### src/rtl/vga_scan_ctrl.sv
// 640x480@60 VGA scan-out of a 1bpp framebuffer (16 pixels per word), FG/BG mapped to RGB332.
// Define VGA_FRAME_TICK_EN to add the FRAME_TICK output (one-cycle strobe at start of vblank).
module vga_scan_ctrl #(
    parameter int CLK_DIV       = 2,
    parameter int H_VIS         = 640,
    parameter int H_FP          = 16,
    parameter int H_SYNC        = 96,
    parameter int H_BP          = 48,
    parameter int V_VIS         = 480,
    parameter int V_FP          = 10,
    parameter int V_SYNC        = 2,
    parameter int V_BP          = 33,
    parameter int WORDS_PER_ROW = 40
) (
    input  logic        CLK,
    input  logic        RST_N,
    input  logic [15:0] DATA_OUT_VGA,
    output logic [15:0] RADDR_VGA,
    input  logic [7:0]  FG_COLOR,
    input  logic [7:0]  BG_COLOR,
    output logic        HSYNC,
    output logic        VSYNC,
    output logic [2:0]  RED,
    output logic [2:0]  GREEN,
    output logic [1:0]  BLUE
`ifdef VGA_FRAME_TICK_EN
    ,
    output logic        FRAME_TICK
`endif
);

    localparam int H_TOTAL = H_VIS + H_FP + H_SYNC + H_BP;
    localparam int V_TOTAL = V_VIS + V_FP + V_SYNC + V_BP;
    localparam int HC_W    = $clog2(H_TOTAL);
    localparam int VC_W    = $clog2(V_TOTAL);
    localparam int COL_W   = HC_W - 4;
    localparam int DIV_W   = (CLK_DIV > 1) ? $clog2(CLK_DIV) : 1;

    localparam logic [DIV_W-1:0] DIV_LAST    = DIV_W'(CLK_DIV - 1);
    localparam logic [HC_W-1:0]  HC_LAST     = HC_W'(H_TOTAL - 1);
    localparam logic [HC_W-1:0]  HC_VIS      = HC_W'(H_VIS);
    localparam logic [HC_W-1:0]  HC_HS_START = HC_W'(H_VIS + H_FP);
    localparam logic [HC_W-1:0]  HC_HS_END   = HC_W'(H_VIS + H_FP + H_SYNC);
    localparam logic [VC_W-1:0]  VC_LAST     = VC_W'(V_TOTAL - 1);
    localparam logic [VC_W-1:0]  VC_VIS      = VC_W'(V_VIS);
    localparam logic [VC_W-1:0]  VC_VIS_LAST = VC_W'(V_VIS - 1);
    localparam logic [VC_W-1:0]  VC_VS_START = VC_W'(V_VIS + V_FP);
    localparam logic [VC_W-1:0]  VC_VS_END   = VC_W'(V_VIS + V_FP + V_SYNC);
    localparam logic [COL_W-1:0] COL_LAST    = COL_W'(WORDS_PER_ROW - 1);
    localparam logic [15:0]      ROW_STEP    = 16'(WORDS_PER_ROW);

    logic [DIV_W-1:0] div_reg;
    logic [HC_W-1:0]  hc_reg, hc_next;
    logic [VC_W-1:0]  vc_reg, vc_next;
    logic [15:0]      row_base_reg, row_base_next;
    logic [15:0]      shift_reg, shift_next;
    logic [15:0]      raddr_reg, raddr_next;
    logic             hsync_reg, hsync_next;
    logic             vsync_reg, vsync_next;
    logic [7:0]       rgb_reg, rgb_next;
    logic [COL_W-1:0] col_next;
    logic [15:0]      word_cur;
    logic [7:0]       colour_sel;
    logic             tick, line_end, frame_end, visible, pix_bit;

    assign tick = (div_reg == DIV_LAST);

    always_comb begin
        line_end      = (hc_reg == HC_LAST);
        frame_end     = (vc_reg == VC_LAST);
        hc_next       = line_end ? '0 : hc_reg + HC_W'(1);
        vc_next       = vc_reg;
        row_base_next = row_base_reg;
        if (line_end) begin
            if (frame_end) begin
                vc_next       = '0;
                row_base_next = '0;
            end else begin
                vc_next = vc_reg + VC_W'(1);
                // Advance one framebuffer row per pair of scanlines; frozen through vblank
                // so the address stays inside the framebuffer.
                if (vc_reg[0] && (vc_reg < VC_VIS_LAST)) begin
                    row_base_next = row_base_reg + ROW_STEP;
                end
            end
        end

        col_next   = (hc_next < HC_VIS) ? hc_next[HC_W-1:4] : COL_LAST;
        raddr_next = row_base_next + 16'(col_next);

        visible  = (hc_reg < HC_VIS) && (vc_reg < VC_VIS);
        // Memory data is valid for the current hc; the first pixel of a word bypasses the shifter.
        word_cur = (hc_reg[3:0] == 4'd0) ? DATA_OUT_VGA : shift_reg;
        pix_bit  = word_cur[15];
        shift_next = visible ? {word_cur[14:0], 1'b0} : shift_reg;

        rgb_next   = visible ? colour_sel : 8'h00;
        hsync_next = !((hc_reg >= HC_HS_START) && (hc_reg < HC_HS_END));
        vsync_next = !((vc_reg >= VC_VS_START) && (vc_reg < VC_VS_END));
    end

    generate
        for (genvar gi = 0; gi < 8; gi++) begin : g_colour
            assign colour_sel[gi] = pix_bit ? FG_COLOR[gi] : BG_COLOR[gi];
        end
    endgenerate

`ifdef VGA_FRAME_TICK_EN
    logic frame_tick_reg;
`endif

    always_ff @(posedge CLK or negedge RST_N) begin
        if (!RST_N) begin
            div_reg      <= '0;
            hc_reg       <= '0;
            vc_reg       <= '0;
            row_base_reg <= '0;
            shift_reg    <= '0;
            raddr_reg    <= '0;
            hsync_reg    <= 1'b1;
            vsync_reg    <= 1'b1;
            rgb_reg      <= '0;
`ifdef VGA_FRAME_TICK_EN
            frame_tick_reg <= 1'b0;
`endif
        end else begin
            div_reg <= tick ? '0 : div_reg + DIV_W'(1);
            if (tick) begin
                hc_reg       <= hc_next;
                vc_reg       <= vc_next;
                row_base_reg <= row_base_next;
                shift_reg    <= shift_next;
                raddr_reg    <= raddr_next;
                hsync_reg    <= hsync_next;
                vsync_reg    <= vsync_next;
                rgb_reg      <= rgb_next;
            end
`ifdef VGA_FRAME_TICK_EN
            frame_tick_reg <= tick && line_end && (vc_reg == VC_VIS_LAST);
`endif
        end
    end

    assign RADDR_VGA = raddr_reg;
    assign HSYNC     = hsync_reg;
    assign VSYNC     = vsync_reg;
    assign RED       = rgb_reg[7:5];
    assign GREEN     = rgb_reg[4:2];
    assign BLUE      = rgb_reg[1:0];
`ifdef VGA_FRAME_TICK_EN
    assign FRAME_TICK = frame_tick_reg;
`endif

endmodule

### config.mk
export PLATFORM = sky130hd
export DESIGN_NAME = vga_scan_ctrl
export DESIGN_NICKNAME = d
export VERILOG_FILES = /design/src/rtl/vga_scan_ctrl.sv
export SDC_FILE = /design/constraint.sdc
export NUM_CORES = 1
export LEC_CHECK = 0
export CAP_MARGIN = 20
export CORE_MARGIN = 2
export CORE_UTILIZATION = 33
export CTS_CLUSTER_DIAMETER = 100
export DETAILED_ROUTE_END_ITERATION = 7
export PLACE_DENSITY = 0.51
export SYNTH_ARGS = -nofsm -noshare
export SYNTH_HDL_FRONTEND = slang
export SYNTH_SLANG_ARGS = --single-unit
### constraint.sdc
create_clock -name CLK -period 8.9 [get_ports CLK]
set_input_delay 0.89 -clock CLK [delete_from_list [all_inputs] [get_ports CLK]]
set_output_delay 0.89 -clock CLK [all_outputs]
set_load 0.1 [all_outputs]
; ---- Word-level counts from Yosys, hierarchy flattened
; Cells that the tools add are included.
; W data, S select, Z words.
[totals]
ff_bits = 78
out_inout_bits = 26
wordCells = 50
[op_classes]
n_addsub = 5
order_cmp = 8
eq_ne = 2
muxes = 17
reduce_logical = 9
[op_table]
columns = cell, count
row1 = $mux W16, 4
row2 = $lt A10 B10 Y1 const B, 3
row3 = $lt A10 B9 Y1 const B, 3
row4 = $add A10 B1 Y10 const B, 2
row5 = $eq A10 B10 Y1 const B, 2
row6 = $mux W10, 2
row7 = $add A16 B6 Y16, 1
row8 = $add A16 B6 Y16 const B, 1
row9 = $ge A10 B10 Y1 const B, 1
row10 = $ge A10 B9 Y1 const B, 1
row11 = $mux W1, 9
row12 = $mux W8, 1
row13 = $mux W6, 1
row14 = $logic_and A1 B1 Y1, 4
row15 = $logic_not A4 Y1, 1
row16 = $reduce_and A2 Y1, 2
row17 = $logic_not A1 Y1, 2
row18 = $add A1 B1 Y1 const B, 1

; ---- Longest topological paths before layout
[logic_depth]
depth_word = 6
mapped_depth = 17
mapped_depth_nobuf = 16

; ---- Worst setup path before layout
; No wires, ideal clock.
[synth_timing]
kind = register -> register
startpoint = register hc_reg[5]
endpoint = register raddr_reg[15] (netlist: RADDR_VGA[15])
arrival_ns = 3.559
required_time_ns = 8.818
path_slack_ns = 5.259
path_stages_with_launch = 15
path_buffers = 2
synth_period_minus_slack_ns = 3.641
path_cell_list = dfrtp_1 > buf_6 > or3_4 > or3_4 > buf_6 > or2_2 > and2_1 > ha_1 > a21o_1 > a21o_1 > a21oi_1 > o21ai_0 > nand4_2 > or4_1 > a31oi_1
[synth_between]
elab_cells_between_ends = 7
cone_classes = add/sub: 2 / order compare: 1 / eq/ne: 1 / mux: 3
[synth_rtl]
columns = element, line
row1 = start: declaration, 53  ; logic [HC_W-1:0] hc_reg, hc_next;
row2 = start signal: assignment, 129  ; hc_reg <= hc_next;
row3 = $eq A10 B10 Y1, 69  ; line_end = (hc_reg == HC_LAST);
row4 = $mux W16, 74  ; if (line_end) begin
row5 = net row_base_next[1], 55  ; logic [15:0] row_base_reg, row_base_next;
row6 = $add A16 B6 Y16, 89  ; raddr_next = row_base_next + 16'(col_next);
row7 = end signal: assignment, 133  ; raddr_reg <= raddr_next;
row8 = end: declaration, 57  ; logic [15:0] raddr_reg, raddr_next;
; The timed path passes the listed nets, and every way through them passes these cells.
; A chain may end at the register's enable or synchronous reset.

; ---- Worst setup path in the final report
[layout_timing]
startpoint = register hc_reg[5]
endpoint = register raddr_reg[15] (netlist: RADDR_VGA[15])
[layout_between]
elab_chain_cells = 5
elab_cells_between_ends = 7
cone_classes = add/sub: 2 / order compare: 1 / eq/ne: 1 / mux: 3
[layout_rtl]
columns = element, line
row1 = $add A10 B1 Y10 or $eq A10 B10 Y1 (tied branches), "71, 69"
row2 = $mux W10, 71  ; hc_next = line_end ? '0 : hc_reg + HC_W'(1);
row3 = $lt A10 B10 Y1, 88  ; col_next = (hc_next < HC_VIS) ? hc_next[HC_W-1:4] : COL_LAST;
row4 = $mux W6, 88
row5 = $add A16 B6 Y16 *, 89
; Mark *: on every way between the ends. The rest lies on a longest branch, timed or not.

==> results.md <==
- Clock transition at the registers of the reported paths: 0.06 ns
- Fmax: 0.240 GHz
- Crit-path max FO: 10
- Post-synth top area cell: dfrtp_1
- Pwr/cell area: 141 nW/um^2
- Ys Warns: 0
- Setup TNS: 0 ns
- Critical path type: reg2reg
- Initial drt markers: 185
- Syn Inst Count: 444
- Post-synth EDFFs: 0
- Synth cell types: 54
- Cts bufs inserted: 9
- Peak VDD IR: 0.0697 mV
- Remaining Overflow, GRT: 0
- Post-route ant nets: 0
- Area of the core: 13,100 sq um
- Hold Crit Depth: 2
- DR DRC count: 0
- Post-route minimum period: 4.16 ns
- Multi-input logic area: 2280 sq um
- Share of layout cells above drive strength 1: 11.0%
- Initial antenna violation count: 0
- N_diodes: 0
- Most used DFF post-synth: dfrtp_1
- Post-CTS Hold Fix Bufs: 0
- Die Span Y: 119 um
- First-pass DRT Iterations: 4
- Synthesized Nets: 490
- First-pass GRT wire length: 16,400 um
- CP startpoint: hc_reg[5]
- Status: completed
- Async SR Flop Fraction: 100%
- DRT Wirelength: 10,100 um
- Area contributors post-synth: dfrtp_1 (43%), mux2i_1 (5.5%), mux2_2 (4.9%)
- R2R depth: 13
- Final Hold Vio Count: 0
- Register Area: 1960 sq um
- Die width: 119 um
- Req. time, crit path: 9.16 ns
- Max-slew headroom: 31.3%
- Worst setup path endpoint: RADDR_VGA[15]
- Mapped cell area: 4370 sq um
- Cell Rows: 42
- Number of global-route vias before repair: 3,256
- Initial Util: 33.4%
- Worst Setup Start Kind: flip-flop
- Max-cap violations: 0
- Measured slew at the worst slew-check pin: 1.00 ns
- RePlAce Congestion: 0.761
- Worst setup EP type: flip-flop
- GRT Overall Usage: 14.6%
- Finish-stage setup viols: 0
- CTS sink count: 78
- Post-CTS Setup Bufs: 0
- DR vias/cell: 5.03
- Setup Skew: 0.00701 ns
- Top-area cell type share of the netlist area: 43.5%
- Period Utilization, post-route: 46.7%
- H-Tree Level Count: 3
- CP arrival: 4.42 ns
- Syn Area/Cell: 9.85 sq um
- CTS tree: yes
- Nets: 541
- Via count: 3,403
- Die Area: 14,200 sq um
- HPWL after DPL: 6980 um
- Sequential share of the synthesized area: 44.7%
- #FFs+latches synth: 78
- IO Port Bufs: 59
- Leakage: 2.29 nW
- Fill count: 1,278
- DR WL/cell: 14.9 um
- Critical R2R Launch: hc_reg[5]
- Unrepaired setup endpoints after global routing: false
- Reg2Reg Setup Slack: 4.74 ns
- Layout area overhead: 23.9%
- Clk_lat worst skew: 0.34 ns
- Tot Pwr: 0.765 mW
- RR Endpoint: RADDR_VGA[15]
- Clock Tree Buf Depth: 2
- Slew Limit Fails: 0
- Ports: 60
- Post-CTS Resized: 0
- Hold Path Class: reg2reg
- CTS Root Cell: clkbuf_16
- Largest net degree at the start of global routing: 79
==> synth_stat cells (4+ instances only) <==
library cell	instances
nor2_1	29
mux2i_1	24
o2bb2ai_1	9
inv_1	10
nand4_1	10
nor4_1	5
a21o_1	5
or4_1	4
o21ai_0	29
nor3_1	9
mux2_2	19
clkbuf_1	19
a31oi_1	4
o31ai_1	8
a21oi_1	19
xor2_1	13
dfrtp_1	76
and2_1	6
xnor2_1	21
nand2_1	46
ha_1	11
nand3_1	17
and3_1	4
==> power by group <==
part	switching, mW	internal (mW)
clock network	0.150	0.197
logic	0.0347	0.0217
registers	0.00232	0.359
total	0.187	0.578
==> worst min-delay path by stage <==
stage                         start              end  slack [ns]
global route             rgb_reg[2]       rgb_reg[2]        0.50
floorplan           row_base_reg[0]  row_base_reg[0]        0.44
detailed placement            VSYNC            VSYNC        0.47
CTS                           VSYNC            VSYNC        0.48
finish                        VSYNC            VSYNC        0.47
global placement              VSYNC            VSYNC        0.46
==> logic make-up (layout without fill, tap and decap cells) <==
group,Yosys count,count (layout),share of synthesized area [%]
mux,43,43,10.4
fa+ha+maj,12,12,3.60
xor+xnor,34,34,6.81
flops,78,78,44.7
buf+inv,35,91,3.38
compound gates,93,93,13.8
simple gates,149,149,17.3
==> metrics by stage <==
stage | cells | setup slack, ns | util (%) | cell area, sq um | hold WS, ns
2_1_floorplan | 444 | 5.26 | - | 4370 | 0.444
3_3_place_gp | 659 | 4.99 | 39.1 | 5120 | 0.459
3_5_place_dp | 659 | 4.77 | 39.1 | 5120 | 0.468
4_1_cts | 675 | 4.74 | 41.2 | 5390 | 0.477
5_1_grt | 676 | 4.29 | 41.4 | 5420 | 0.500
6_report | 676 | 4.74 | 41.4 | 5420 | 0.472
==> per-layer routing <==
layer / up-vias / wire (um) / GRT usage [%]
met4: 0 / 162 / 6.62
met1: 1654 / 4750 / 19.7
met5: - / 0 / 0
met2: 32 / 4910 / 23.1
met3: 11 / 233 / 2.44
li1: 1706 / - / -
==> cells in the final DEF, fill, tap and decap left out, drive strengths merged, types with 2 or more instances in the layout <==
| cell | count |
|---|---|
| nand4 | 11 |
| nor2 | 29 |
| or3 | 4 |
| clkinvlp | 2 |
| a21o | 5 |
| clkdlybuf4s50 | 58 |
| xor2 | 13 |
| o311ai | 2 |
| nand3 | 17 |
| nand2b | 3 |
| clkbuf | 11 |
| mux2i | 24 |
| o211ai | 3 |
| dfstp | 2 |
| dfrtp | 76 |
| o21bai | 2 |
| a21oi | 21 |
| or4 | 5 |
| inv | 11 |
| nand2 | 46 |
| and3 | 5 |
| mux2 | 19 |
| buf | 7 |
| ha | 11 |
| and2 | 6 |
| nor3b | 3 |
| nor4 | 6 |
| or2 | 2 |
| o21ai | 29 |
| o31ai | 8 |
| o2bb2ai | 9 |
| clkinv | 2 |
| nor3 | 9 |
| a31oi | 4 |
| xnor2 | 21 |
| o21a | 3 |
==> worst max-delay path: stages, from the launching register on <==
cell	delay (ns)
dfrtp_1	0.48
or3_4	0.43
nor3_1	0.67
nor2_1	0.22
nand2_1	0.15
o21ai_0	0.17
ha_1	0.36
a21o_1	0.10
a21o_1	0.13
a21oi_1	0.09
o21ai_0	0.38
nand4_2	0.23
or4_1	0.50
a31oi_1	0.17
==> area by class of cell <==
cell class	count	area share, %
multi-input combinational	331	42.0
sequential	78	36.1
timing repair buffer	65	12.0
clock buffer	11	4.48
tap	176	4.06
inverter	10	0.693
clock inverter	5	0.623
(Power assumes the default switching activity.)
